### config.mk
export PLATFORM = sky130hd
export DESIGN_NAME = tjmono_readout_emu
export DESIGN_NICKNAME = d
export VERILOG_FILES = /design/src/rtl/tjmono_emu_pkg.sv /design/src/rtl/emu_hit_fifo.sv /design/src/rtl/tjmono_readout_emu.sv
export SDC_FILE = /design/constraint.sdc
export NUM_CORES = 1
export LEC_CHECK = 0
export CAP_MARGIN = 10
export CORE_AREA = 2 2 202 204
export DETAILED_ROUTE_END_ITERATION = 8
export DIE_AREA = 0 0 204 206
export PLACE_DENSITY = 0.66
export SYNTH_ARGS = -nofsm -noshare
export SYNTH_HDL_FRONTEND = slang
export SYNTH_SLANG_ARGS = --single-unit
### constraint.sdc
create_clock -name CLK -period 8.6 [get_ports CLK]
set_clock_uncertainty 0.15 [all_clocks]
set_input_delay 1.72 -clock CLK [delete_from_list [all_inputs] [get_ports CLK]]
set_output_delay 1.72 -clock CLK [all_outputs]
set_load 0.005 [all_outputs]
### src/rtl/tjmono_emu_pkg.sv
// tjmono_emu_pkg: shared widths, field offsets, FSM encoding and the
// hit-word packing helper for the TJ-Monopix column readout emulator.
// No ports (package).
package tjmono_emu_pkg;

  localparam int COL_W  = 6;
  localparam int ROW_W  = 9;
  localparam int TE_W   = 6;
  localparam int LE_W   = 6;
  localparam int WORD_W = COL_W + ROW_W + TE_W + LE_W;

  // Field LSB positions inside the serialized word {COL, ROW, TE, LE}.
  localparam int LE_LSB  = 0;
  localparam int TE_LSB  = LE_LSB + LE_W;
  localparam int ROW_LSB = TE_LSB + TE_W;
  localparam int COL_LSB = ROW_LSB + ROW_W;

  typedef enum logic [0:0] {
    IDLE  = 1'b0,
    SHIFT = 1'b1
  } state_t;

  // Pack one hit into the word layout transmitted MSB first.
  function automatic logic [WORD_W-1:0] pack_hit(
    input logic [COL_W-1:0] col,
    input logic [ROW_W-1:0] row,
    input logic [TE_W-1:0]  te,
    input logic [LE_W-1:0]  le
  );
    return {col, row, te, le};
  endfunction

endpackage

### src/rtl/emu_hit_fifo.sv
// emu_hit_fifo: synchronous first-word-fall-through FIFO for pending hits.
// Ports: clk, rst_n (sync active-low), wr/din push, rd pop (head on dout),
// full/empty flags and count (registered, update the cycle after wr/rd).
// A write into a full FIFO is accepted only when a pop happens the same cycle.
module emu_hit_fifo #(
  parameter int ADDR_W = 4,
  parameter int DATA_W = 27
) (
  input  logic              clk,
  input  logic              rst_n,
  input  logic              wr,
  input  logic [DATA_W-1:0] din,
  input  logic              rd,
  output logic [DATA_W-1:0] dout,
  output logic              full,
  output logic              empty,
  output logic [ADDR_W:0]   count
);

  localparam int DEPTH = 1 << ADDR_W;
  localparam int CW    = ADDR_W + 1;

  logic [DATA_W-1:0] mem [DEPTH];
  logic [ADDR_W-1:0] wr_ptr;
  logic [ADDR_W-1:0] rd_ptr;
  logic [CW-1:0]     count_r;
  logic [CW-1:0]     count_nx;
  logic              full_r;
  logic              empty_r;
  logic              wr_en;
  logic              rd_en;

  assign rd_en = rd && !empty_r;
  assign wr_en = wr && (!full_r || rd_en);

  // Next fill level from the accepted push/pop pair.
  always_comb begin
    count_nx = count_r;
    case ({wr_en, rd_en})
      2'b10:   count_nx = count_r + CW'(1);
      2'b01:   count_nx = count_r - CW'(1);
      default: count_nx = count_r;
    endcase
  end

  // Pointer, level and flag registers.
  always_ff @(posedge clk) begin
    if (!rst_n) begin
      wr_ptr  <= '0;
      rd_ptr  <= '0;
      count_r <= '0;
      full_r  <= 1'b0;
      empty_r <= 1'b1;
    end else begin
      if (wr_en) wr_ptr <= wr_ptr + ADDR_W'(1);
      if (rd_en) rd_ptr <= rd_ptr + ADDR_W'(1);
      count_r <= count_nx;
      full_r  <= (count_nx == CW'(DEPTH));
      empty_r <= (count_nx == CW'(0));
    end
  end

  // Storage array; contents are don't-care while the pointers say empty.
  always_ff @(posedge clk) begin
    if (wr_en) mem[wr_ptr] <= din;
  end

  assign dout  = mem[rd_ptr];
  assign full  = full_r;
  assign empty = empty_r;
  assign count = count_r;

endmodule

### src/rtl/tjmono_readout_emu.sv
// tjmono_readout_emu: chip-side emulator of the TJ-Monopix column readout.
// Ports: CLK, RST_N (sync active-low); HIT_WR/HIT_COL/HIT_ROW/HIT_LE/HIT_TE
// push hits; FREEZE/READ from the receiver; TOKEN, OUT (serial, MSB first),
// BUSY, HIT_FULL, LOST_CNT and READ_IGN_CNT (saturating) back out.
// FREEZE rising snapshots the fill level; each READ with TOKEN serializes one
// word over the following WORD_W cycles.
module tjmono_readout_emu #(
  parameter int ADDR_W = 4,
  parameter int WORD_W = 27
) (
  input  logic       CLK,
  input  logic       RST_N,
  input  logic       HIT_WR,
  input  logic [5:0] HIT_COL,
  input  logic [8:0] HIT_ROW,
  input  logic [5:0] HIT_LE,
  input  logic [5:0] HIT_TE,
  input  logic       FREEZE,
  input  logic       READ,
  output logic       TOKEN,
  output logic       OUT,
  output logic       BUSY,
  output logic       HIT_FULL,
  output logic [7:0] LOST_CNT,
  output logic [7:0] READ_IGN_CNT
);

  import tjmono_emu_pkg::*;

  localparam int CW  = ADDR_W + 1;
  localparam int BCW = $clog2(WORD_W);

  state_t            state;
  state_t            state_nx;
  logic              freeze_q;
  logic [CW-1:0]     frozen_cnt;
  logic [CW-1:0]     frozen_nx;
  logic [WORD_W-1:0] shift_reg;
  logic [BCW-1:0]    bit_cnt;
  logic              token_r;
  logic              busy_r;
  logic              out_r;
  logic [7:0]        lost_r;
  logic [7:0]        ign_r;
  logic              accept;
  logic [WORD_W-1:0] fifo_dout;
  logic              fifo_full;
  logic              fifo_empty;
  logic [CW-1:0]     fifo_count;

  emu_hit_fifo #(
    .ADDR_W (ADDR_W),
    .DATA_W (WORD_W)
  ) u_fifo (
    .clk   (CLK),
    .rst_n (RST_N),
    .wr    (HIT_WR),
    .din   (WORD_W'(pack_hit(HIT_COL, HIT_ROW, HIT_TE, HIT_LE))),
    .rd    (accept),
    .dout  (fifo_dout),
    .full  (fifo_full),
    .empty (fifo_empty),
    .count (fifo_count)
  );

  // TOKEN already implies frozen hits are in the FIFO; the empty guard only
  // keeps a pop from ever running past the write pointer.
  assign accept = (state == IDLE) && READ && token_r && !fifo_empty;

  // Serializer next state.
  always_comb begin
    state_nx = state;
    case (state)
      IDLE: begin
        if (accept) state_nx = SHIFT;
        else        state_nx = IDLE;
      end
      SHIFT: begin
        if (bit_cnt == BCW'(0)) state_nx = IDLE;
        else                    state_nx = SHIFT;
      end
      default: state_nx = IDLE;
    endcase
  end

  // Frozen count: snapshot on FREEZE rise (excludes a same-cycle write),
  // count down per accepted word, clear while FREEZE is low.
  always_comb begin
    frozen_nx = frozen_cnt;
    if (!FREEZE)        frozen_nx = '0;
    else if (!freeze_q) frozen_nx = fifo_count;
    else if (accept)    frozen_nx = frozen_cnt - CW'(1);
    else                frozen_nx = frozen_cnt;
  end

  // FSM, freeze tracking and registered TOKEN/BUSY.
  always_ff @(posedge CLK) begin
    if (!RST_N) begin
      state      <= IDLE;
      freeze_q   <= 1'b0;
      frozen_cnt <= '0;
      token_r    <= 1'b0;
      busy_r     <= 1'b0;
    end else begin
      state      <= state_nx;
      freeze_q   <= FREEZE;
      frozen_cnt <= frozen_nx;
      token_r    <= FREEZE && (frozen_nx != CW'(0));
      busy_r     <= (state_nx == SHIFT);
    end
  end

  // Shift path: OUT is registered and already shows the MSB in the cycle
  // after the accept, so the next bit comes from shift_reg[WORD_W-2].
  always_ff @(posedge CLK) begin
    if (!RST_N) begin
      shift_reg <= '0;
      bit_cnt   <= '0;
      out_r     <= 1'b0;
    end else if (accept) begin
      shift_reg <= fifo_dout;
      bit_cnt   <= BCW'(WORD_W - 1);
      out_r     <= fifo_dout[WORD_W-1];
    end else if (state == SHIFT) begin
      if (bit_cnt == BCW'(0)) begin
        out_r <= 1'b0;
      end else begin
        shift_reg <= shift_reg << 1;
        bit_cnt   <= bit_cnt - BCW'(1);
        out_r     <= shift_reg[WORD_W-2];
      end
    end else begin
      out_r <= 1'b0;
    end
  end

  // Saturating drop and ignored-READ counters.
  always_ff @(posedge CLK) begin
    if (!RST_N) begin
      lost_r <= 8'd0;
      ign_r  <= 8'd0;
    end else begin
      if (HIT_WR && fifo_full && !accept && (lost_r != 8'hFF))
        lost_r <= lost_r + 8'd1;
      if ((state == SHIFT) && READ && (ign_r != 8'hFF))
        ign_r <= ign_r + 8'd1;
    end
  end

  assign TOKEN        = token_r;
  assign OUT          = out_r;
  assign BUSY         = busy_r;
  assign HIT_FULL     = fifo_full;
  assign LOST_CNT     = lost_r;
  assign READ_IGN_CNT = ign_r;

endmodule

==> results.sh, run 1 <==
export IMPL_hold_path_depth=2
export IMPL_total_area_of_multi_input_combinational_cells_um2=5030
export IMPL_p_r_area_growth_vs_syn_pct=12.8
export IMPL_synth_seq_area_share_pct=73.1
export IMPL_criticalPathCategory="in -> reg"
export IMPL_syn_area_per_cell_um2=18.5
export IMPL_clkTransAtPathRegs_ps=60
export IMPL_total_clock_buffers_created_by_cts=51
export IMPL_async_flop_share_pct=0
export IMPL_worstMarginPinSlew_ps=1200
export IMPL_regArea_um2=14500
export IMPL_placement_rows=74
export IMPL_gr_total_overflow=0
export IMPL_drc=0
export IMPL_numPortBuffers=51
export IMPL_antenna_diode_count=0
export IMPL_worst_endpoint_required_ps=8980
export IMPL_dieArea_um2=42000
export IMPL_r2r_setup_slack_ps=4060
export IMPL_fp_dieW_um=204
export IMPL_drive_above_1_share_pct=17.4
export IMPL_detailedRoute_firstIterationViolations=901
export IMPL_cts_root_buf="clkbuf_16"
export IMPL_grt_pass1_wl_um=60400
export IMPL_critical_path_slowest_cell="a21boi_0"
export IMPL_die_height_um=206
export IMPL_largest_reg_flops=432
export IMPL_reported_max_cap_violation_count=0
export IMPL_drv_slew=0
export IMPL_clockBufferDepth=3
export IMPL_synth_lib_cells_used_distinct=50
export IMPL_ys_seq_elements=507
export IMPL_detailed_place_area_um2=20800
export IMPL_clkLatencyLatePin_ps=590
export IMPL_post_place_cells=1603
export IMPL_p_per_area_nw_per_um2=220
export IMPL_core_region_area_um2=40200
export IMPL_numClockSinks=507
export IMPL_vdd_ir_drop_worst_mv=0.137
export IMPL_antenna_violating_nets_post_route=0
export IMPL_crit_path_max_incr_delay_ps=1140
export IMPL_report_final_hold_viol_count=0
export IMPL_synth_edff_count=432
export IMPL_post_cts_setup_buffer_count=0
export IMPL_finish_cell_count_without_fillers=1689
export IMPL_maximum_fanout_along_the_worst_path=40
export IMPL_tritoncts="done"
export IMPL_power_leakage_uw=0.00720
export IMPL_floorplan_initialDensity_pct=49.2
export IMPL_reg2reg_from="BUSY"
export IMPL_synth_area_leader_cell="edfxtp_1"
export IMPL_final_core_utilization_pct=55.6
export IMPL_post_detailed_route_via_to_cell_ratio=5.75
export IMPL_yosysWarnings=0
export IMPL_cts_htree_levels=2
export IMPL_holdPathEnd="READ_IGN_CNT[1]"
export IMPL_crit_path_cell_trace="clkdlybuf4s50_1 -> nand4bb_4 -> a21boi_0 -> inv_1 -> ha_1 -> fa_1 -> a21o_1 -> a21oi_1 -> mux2i_1 -> mux2i_1 -> and4b_1"
export IMPL_detailedPlacementHpwl_um=21600
export IMPL_worst_setup_path_start_kind="primary input"
export IMPL_r2r_end="u_fifo.full"
export IMPL_mappedNetlistArea_um2=19800
export IMPL_timing_critical_path_mode_cell="mux2i_1"
export IMPL_fill_cells=3108
export IMPL_syn_nets=1114
export IMPL_layout_cells_most_common="edfxtp_1"
export IMPL_first_pass_iters=5
export IMPL_number_of_setup_violations_in_the_final_report=0
export IMPL_clock_fmax_ghz=0.174
export IMPL_timing_slew_headroom_pct=19.6
export IMPL_critical_path_arrival_ps=6120
export IMPL_ports=52
export IMPL_place_congestion=0.795
export IMPL_run_status="finished clean"
export IMPL_cts_resized_gates=0
export IMPL_grt_pass1_vias=9927
export IMPL_cts_hold_buf=0
export IMPL_final_cell_area_um2=22300
export IMPL_ff2ff_path_depth=10
export IMPL_dr_vias=9711
export IMPL_startpoint_of_the_lowest_slack_hold_path="READ_IGN_CNT[1]"
export IMPL_synthTopCellsByArea="edfxtp_1 66%, mux4_2 12%, dfxtp_1 7.6%"
export IMPL_grt_start_max_net_pins=56
export IMPL_hold_worst_slack_ps=350
export IMPL_post_route_period_util_pct=66.7
export IMPL_grt_total_usage_pct=19.5
export IMPL_final_setup_tns_ps=0
export IMPL_layout_common_cells="432 x edfxtp_1, 108 x mux4_2, 72 x dfxtp_1, 68 x nand2_1, 59 x mux2i_1"
export IMPL_period_needed_ps=5740
export IMPL_count_of_nets_after_finishing=1172
export IMPL_wl_um=39300
export IMPL_hold_path_class="reg -> reg"
export IMPL_dominantRegCellSynth="edfxtp_1"
export IMPL_netlist_instances=1067
export IMPL_avgRoutedWirePerCell_um=23.3
export IMPL_grt_antenna_before_repair=2
export IMPL_rsz0062_at_grt="false"
export IMPL_critPathCaptureType="flop"
export IMPL_netlist_area_leader_share_pct=65.6
## per-stage QoR
stage	total power, uW	worst slack [ps]
final	4900	2860
after detailed placement	2900	2270
after CTS	4940	2890
after global routing	5050	2530
after floorplan	2830	4490
after global placement	2890	2490
## worst max-delay path: cells and delay by family
kind / cells / cell delay, ps
AOI/OAI and AO/OA: 3 / 1470
buffers and inverters: 2 / 790
adders and majority gates: 2 / 790
and+or+nand+nor: 2 / 740
muxes: 2 / 590
## cell usage after synthesis (2+ instances only)
cell type    n
a21oi_1     15
nand4_1      7
buf_6        4
and2_1      19
nand2b_1     3
edfxtp_1   432
and4_1       4
xnor2_1     14
a31oi_1      2
o22ai_1     26
nor2_1      38
clkbuf_1    30
o21ai_1      2
nand2_1     68
inv_1       12
or3_1        3
a21o_1      27
xor2_1      11
mux4_2     108
buf_2       17
mux2i_1     59
nand3_1     33
dfxtp_1     75
nor3_1       7
buf_1        4
ha_1        14
o21ai_0      8
and3_1       2
nor4_1       2
## where the power goes
| part | total, uW | leakage, uW | internal [uW] | switching, uW |
|---|---|---|---|---|
| sequential | 2710 | 0.00451 | 2700 | 13.8 |
| combinational | 135 | 0.00195 | 53.2 | 81.3 |
| clock | 2060 | 0.000736 | 1180 | 877 |
## per-layer routing
layer | part of all wire (%) | GRT usage (%)
met1 | 45 | 27.4
met4 | 2.0 | 5.80
met5 | 0.081 | 0
met2 | 48 | 31.5
met3 | 5.0 | 3.22
## kinds of logic (layout without fill, tap and decap cells)
logic type	after synthesis	count (layout)	share of synthesized area, %
flops	507	507	73.1
fa+ha+maj	15	15	0.986
mux	167	167	15.3
xor+xnor	25	25	1.11
buf+inv	68	158	1.55
compound gates	92	92	3.22
simple gates	193	193	4.72
## cell type report
| cell class | count | share of cell area, % |
|---|---|---|
| sequential | 507 | 64.9 |
| timing repair buffer | 60 | 2.61 |
| tap | 532 | 2.98 |
| inverter | 13 | 0.219 |
| clock inverter | 18 | 0.555 |
| multi-input combinational | 492 | 22.5 |
| clock buffer | 67 | 6.22 |
## worst max-delay path by stage
| stage | end | cells past startpoint | slack (ps) | start |
|---|---|---|---|---|
| finish | u_fifo.full | 11 | 2860 | READ |
| global route | u_fifo.full | 11 | 2530 | READ |
| CTS | u_fifo.full | 11 | 2890 | READ |
| detailed placement | u_fifo.full | 11 | 2270 | READ |
| global placement | u_fifo.full | 11 | 2490 | READ |
| floorplan | u_fifo.full | 11 | 4490 | READ |
Note: power is estimated with default switching activity, not from simulation.
==> run 2, diff against run 1 <==
Settings changed: PLACE_DENSITY 0.66 to 0.69.
Clock period 8.6 ns to 4.8 ns, I/O delays scaled along.
==> results.sh, run 2 (same netlist as run 1, synthesis figures left out) <==
export IMPL_largest_reg_flops=432
export IMPL_hold_path_depth=2
export IMPL_worst_setup_path_start_kind="primary input"
export IMPL_die_height_um=206
export IMPL_cts_hold_buf=0
export IMPL_finish_cell_count_without_fillers=1717
export IMPL_drv_slew=0
export IMPL_cts_root_buf="clkbuf_16"
export IMPL_critical_path_slowest_cell="clkdlybuf4s50_1"
export IMPL_antenna_diode_count=0
export IMPL_avgRoutedWirePerCell_um=22.7
export IMPL_drive_above_1_share_pct=19.7
export IMPL_wl_um=39000
export IMPL_clockBufferDepth=3
export IMPL_reported_max_cap_violation_count=0
export IMPL_final_cell_area_um2=22500
export IMPL_floorplan_initialDensity_pct=49.2
export IMPL_cts_htree_levels=2
export IMPL_dieArea_um2=42000
export IMPL_critical_path_startpoint="READ"
export IMPL_post_route_period_util_pct=74.8
export IMPL_p_per_area_nw_per_um2=390
export IMPL_count_of_buffer_and_inverter_cells_on_the_critical_path=3
export IMPL_ports=52
export IMPL_reg2reg_from="BUSY"
export IMPL_place_congestion=0.816
export IMPL_dr_vias=9860
export IMPL_hold_path_class="reg -> reg"
export IMPL_critical_path_top_delay_family="buffers and inverters"
export IMPL_timing_slew_headroom_pct=33.4
export IMPL_power_leakage_uw=0.00734
export IMPL_r2r_setup_slack_ps=1620
export IMPL_post_cts_setup_buffer_count=0
export IMPL_antenna_violating_nets_post_route=0
export IMPL_period_needed_ps=3590
export IMPL_fp_dieW_um=204
export IMPL_layout_cells_most_common="edfxtp_1"
export IMPL_grt_start_max_net_pins=60
export IMPL_run_status="finished clean"
export IMPL_timing_critical_path_mode_cell="mux2i_1"
export IMPL_critical_path_arrival_ps=3960
export IMPL_worst_endpoint_required_ps=5170
export IMPL_crit_path_cell_trace="clkdlybuf4s50_1 -> nand4bb_4 -> a21boi_0 -> buf_4 -> inv_1 -> ha_1 -> fa_1 -> a21o_1 -> a21oi_1 -> mux2i_1 -> mux2i_1 -> and4b_1"
export IMPL_r2r_end="u_fifo.full"
export IMPL_detailedPlacementHpwl_um=21300
export IMPL_final_setup_tns_ps=0
export IMPL_tritoncts="done"
export IMPL_critPathCaptureType="flop"
export IMPL_drc=0
export IMPL_gr_total_overflow=0
export IMPL_report_final_hold_viol_count=0
export IMPL_timing_critical_path_depth=12
export IMPL_number_of_setup_violations_in_the_final_report=0
export IMPL_ff2ff_path_depth=11
export IMPL_numClockSinks=507
export IMPL_p_r_area_growth_vs_syn_pct=13.9
export IMPL_detailed_place_area_um2=21000
export IMPL_cts_resized_gates=0
export IMPL_clkTransAtPathRegs_ps=60
export IMPL_maximum_fanout_along_the_worst_path=11
export IMPL_total_clock_buffers_created_by_cts=51
export IMPL_post_place_cells=1623
export IMPL_grt_pass1_vias=9971
export IMPL_count_of_nets_after_finishing=1191
export IMPL_crit_path_max_incr_delay_ps=520
export IMPL_startpoint_of_the_lowest_slack_hold_path="u_fifo.rd_ptr[1]"
export IMPL_first_pass_iters=5
export IMPL_vdd_ir_drop_worst_mv=0.250
export IMPL_worstMarginPinSlew_ps=999
export IMPL_placement_rows=74
export IMPL_grt_antenna_before_repair=0
export IMPL_clock_fmax_ghz=0.279
export IMPL_detailedRoute_firstIterationViolations=922
export IMPL_grt_pass1_wl_um=59500
export IMPL_layout_common_cells="432 x edfxtp_1, 108 x mux4_2, 72 x dfxtp_1, 68 x nand2_1, 59 x mux2i_1"
export IMPL_rsz0062_at_grt="false"
export IMPL_core_region_area_um2=40200
export IMPL_clkLatencyLatePin_ps=580
export IMPL_criticalPathCategory="in -> reg"
export IMPL_grt_total_usage_pct=19.0
export IMPL_numPortBuffers=51
export IMPL_post_detailed_route_via_to_cell_ratio=5.74
export IMPL_crit_end="u_fifo.full"
export IMPL_final_core_utilization_pct=56.1
-- run 2: where the power goes --
part,internal (uW),leakage (uW),switching [uW],total (uW)
logic,100,0.00206,146,246
clock network,2120,0.000765,1570,3690
registers,4830,0.00451,24.5,4860
-- run 2: stage by stage --
stage	hold slack (ps)	power (uW)	setup WS [ps]
5_1_grt	391	9070	988
3_3_place_gp	326	5190	636
4_1_cts	360	8880	1210
6_report	356	8790	1210
2_1_floorplan	292	5070	1450
3_5_place_dp	347	5200	636
-- run 2: worst register-to-register path: stages, from the launching register on --
cell       delay, ps
dfxtp_1          390
nand4bb_4        250
a21boi_0         230
buf_4            210
inv_1            100
ha_1             270
fa_1             430
a21o_1           180
a21oi_1          170
mux2i_1          250
mux2i_1          270
and4b_1          220
-- run 2: metal layers --
| metal | share of wire, % | wire length [um] | GRT usage [%] |
|---|---|---|---|
| met3 | 5.4 | 2090 | 3.12 |
| met1 | 43 | 16900 | 26.0 |
| met2 | 49 | 19100 | 31.8 |
| met4 | 2.0 | 794 | 5.69 |
| met5 | 0 | 0 | 0 |
-- run 2: area by class of cell --
class                      instances  area, um2
clock buffer                      76       1440
clock inverter                    18        120
fill                            3063      17600
inverter                          13       48.8
multi-input combinational        492       5030
sequential                       507      14500
tap                              532        666
timing repair buffer              79        758
-- run 2: how the worst min path moves through the flow --
| stage | to | slack, ps |
|---|---|---|
| floorplan | OUT | 290 |
| global placement | flop | 330 |
| global route | flop | 390 |
| CTS | READ_IGN_CNT[1] | 360 |
| detailed placement | flop | 350 |
| finish | flop | 360 |
==> patch, RTL diff (settings of run 2) <==
Register the output `READ_IGN_CNT` once more, without a reset; this adds one clock of latency there. The other outputs are not delayed to match.
--- a/src/rtl/tjmono_readout_emu.sv
+++ b/src/rtl/tjmono_readout_emu.sv
@@ -154,3 +154,5 @@
   assign LOST_CNT     = lost_r;
-  assign READ_IGN_CNT = ign_r;
+  always_ff @(posedge CLK) begin
+    READ_IGN_CNT <= ign_r;
+  end
 
Check against the original RTL: same outputs for any inputs over 4 cycles, from zero or initial values and one cycle with RST_N low; that may be too few to reach the edited logic, so the function may still have changed.
==> patch against run 2 <==
Count of clock-buffer cells in the layout fell by 3; maximum frequency rose by 8.1%; hold slack got worse by 0.11 ns; final area rose by 1.8%; first-iteration DRC count rose by 15%; total power rose by 4.2%; non-clock buffer count did not move; combinational power rose by 23%; critical path type unchanged; clock power rose by 6.5%; sequential cell count rose by 8; critical endpoint is now u_fifo.empty; setup slack improved by 0.27 ns; via count rose by 5.0%; wire length rose by 7.5%; synthesized area rose by 1.3%.
==> patch: results (changes against run 2) <==
Mapped Cells - 1102 (+3.3%)
CP max-delay cell - clkdlybuf4s50_1
largest net degree at the start of global routing - 57 (-5.0%)
Max Clk Rate - 301.3 MHz (+8.1%)
Worst R2R Setup Slack - 1.93 ns (+0.31 ns)
Slew HR - 28.22% (-5.2 points)
status - complete, no violations
routability cong. - 0.7782 (-4.6%)
Peak VDD IR - 270.4 µV (+8.2%)
Initial DRT Pass Iterations - 5 (unchanged)
GRT met1 Usage - 28.34% (+2.3 points)
DR vias/cell - 5.933 (+3.3%)
critical path's largest stage delay - 0.49 ns (-0.03 ns)
sw frac - 19.96% (+0.19 points)
share of layout cells above drive strength 1 - 20.03% (+0.37 points)
Cell variety after synth - 57 (+14%)
critical path arrival - 3.63 ns (-0.33 ns)
Fillers - 3033 (-0.98%)
Post-CTS Setup Inserts - 0 (unchanged)
htree depth - 2 (unchanged)
Hold Crit Class - flip-flop to flip-flop
Setup Slack @ Placement - 0.9418 ns (+0.3058 ns)
DR iter-0 viols - 1061 (+15%)
cell count after placement - 1650 (+1.7%)
nets - 1218 (+2.3%)
first-pass GRT wire length - 63540 µm (+6.8%)
area share of the largest cell type after synthesis - 64.70% (-0.85 points)
met2 global-route usage - 33.09% (+1.3 points)
worst skew pair latency - 0.58 ns (about the same)
Clock Root Buffer - clkbuf_16
Largest register FFs - 432 (unchanged)
Pleak - 7.274 nW (-0.84%)
I/O Buffers - 51 (unchanged)
number of flops mapped to enable cells by yosys - 432 (unchanged)
critical-path maximum fanout - 11 (unchanged)
most instantiated cells after synthesis - edfxtp_1, mux4_2, dfxtp_1
met3 global-route usage - 3.500% (+0.38 points)
Post-Route WL - 41870 µm (+7.5%)
maximum buffer depth of the clock tree - 3 (unchanged)
total CTS buffers - 51 (unchanged)
largest cells by area after synthesis - edfxtp_1, mux4_2, dfxtp_1, mux2i_1, nor2_1
sequential area share after synthesis - 72.99% (-0.16 points)
# diodes - 0 (unchanged)
GRT Overall Usage - 20.39% (+1.4 points)
DP HPWL - 23580 µm (+10%)
Yosys top cell by area - edfxtp_1
DR vias - 10350 (+5.0%)
-- patch: cell families (layout without fill, tap and decap cells) --
kind of cell / Yosys count / count (layout) / synth area share [%]
buffers and inverters: 85 / 196 / 1.872
and+or+nand+nor: 190 / 190 / 4.555
xor gates and xnor gates: 16 / 16 / 0.6989
AOI/OAI and AO/OA: 132 / 132 / 4.699
adders and majority gates: 15 / 15 / 0.9735
DFF: 515 / 515 / 72.99
muxes: 149 / 149 / 14.22
-- patch: cell type report --
| cell class | count | area [µm²] | area share (%) |
|---|---|---|---|
| tap | 532 | 665.6 | 2.901 |
| timing repair buffer | 79 | 770.7 | 3.359 |
| multi-input combinational | 502 | 5117 | 22.30 |
| clock inverter | 22 | 212.7 | 0.9271 |
| clock buffer | 73 | 1451 | 6.326 |
| sequential | 515 | 14640 | 63.82 |
| inverter | 22 | 82.58 | 0.3599 |
-- patch: critical path, delay by kind of cell --
family | cells | cell delay (ns)
AOI/OAI and AO/OA | 4 | 0.94
buffers and inverters | 3 | 0.77
and+or+nand+nor | 2 | 0.32
adders and majority gates | 2 | 0.63
-- patch: metrics by stage --
step | util [%] | hold WS, ns | instance area, µm²
2_1_floorplan | - | 0.2173 | 20050
3_3_place_gp | 52.95 | 0.2332 | 21280
3_5_place_dp | 52.95 | 0.2340 | 21280
4_1_cts | 57.10 | 0.2424 | 22940
5_1_grt | 57.10 | 0.2593 | 22940
6_report | 57.10 | 0.2436 | 22940
-- patch: power groups by stage --
stage	logic, mW	clock network, mW	registers [mW]
finish	0.303	3.93	4.93
global route	0.330	4.17	4.93
detailed placement	0.305	0	5.03
floorplan	0.162	0	5.02
global placement	0.299	0	5.02
CTS	0.306	4.00	4.93
-- patch: routing by layer --
| layer | vias to the layer above | share of wire, % |
|---|---|---|
| met3 | 65 | 6.1 |
| met1 | 5377 | 43 |
| met5 | - | 0 |
| met4 | 0 | 2.5 |
| li1 | 4563 | - |
| met2 | 348 | 49 |
-- patch: final timing paths --
path             from         endpoint  depth (start not counted)
min reg2reg  ign_r[1]  READ_IGN_CNT[1]                          0
max reg2reg      BUSY     u_fifo.empty                         10
max              READ     u_fifo.empty                         11
min          ign_r[1]  READ_IGN_CNT[1]                          0
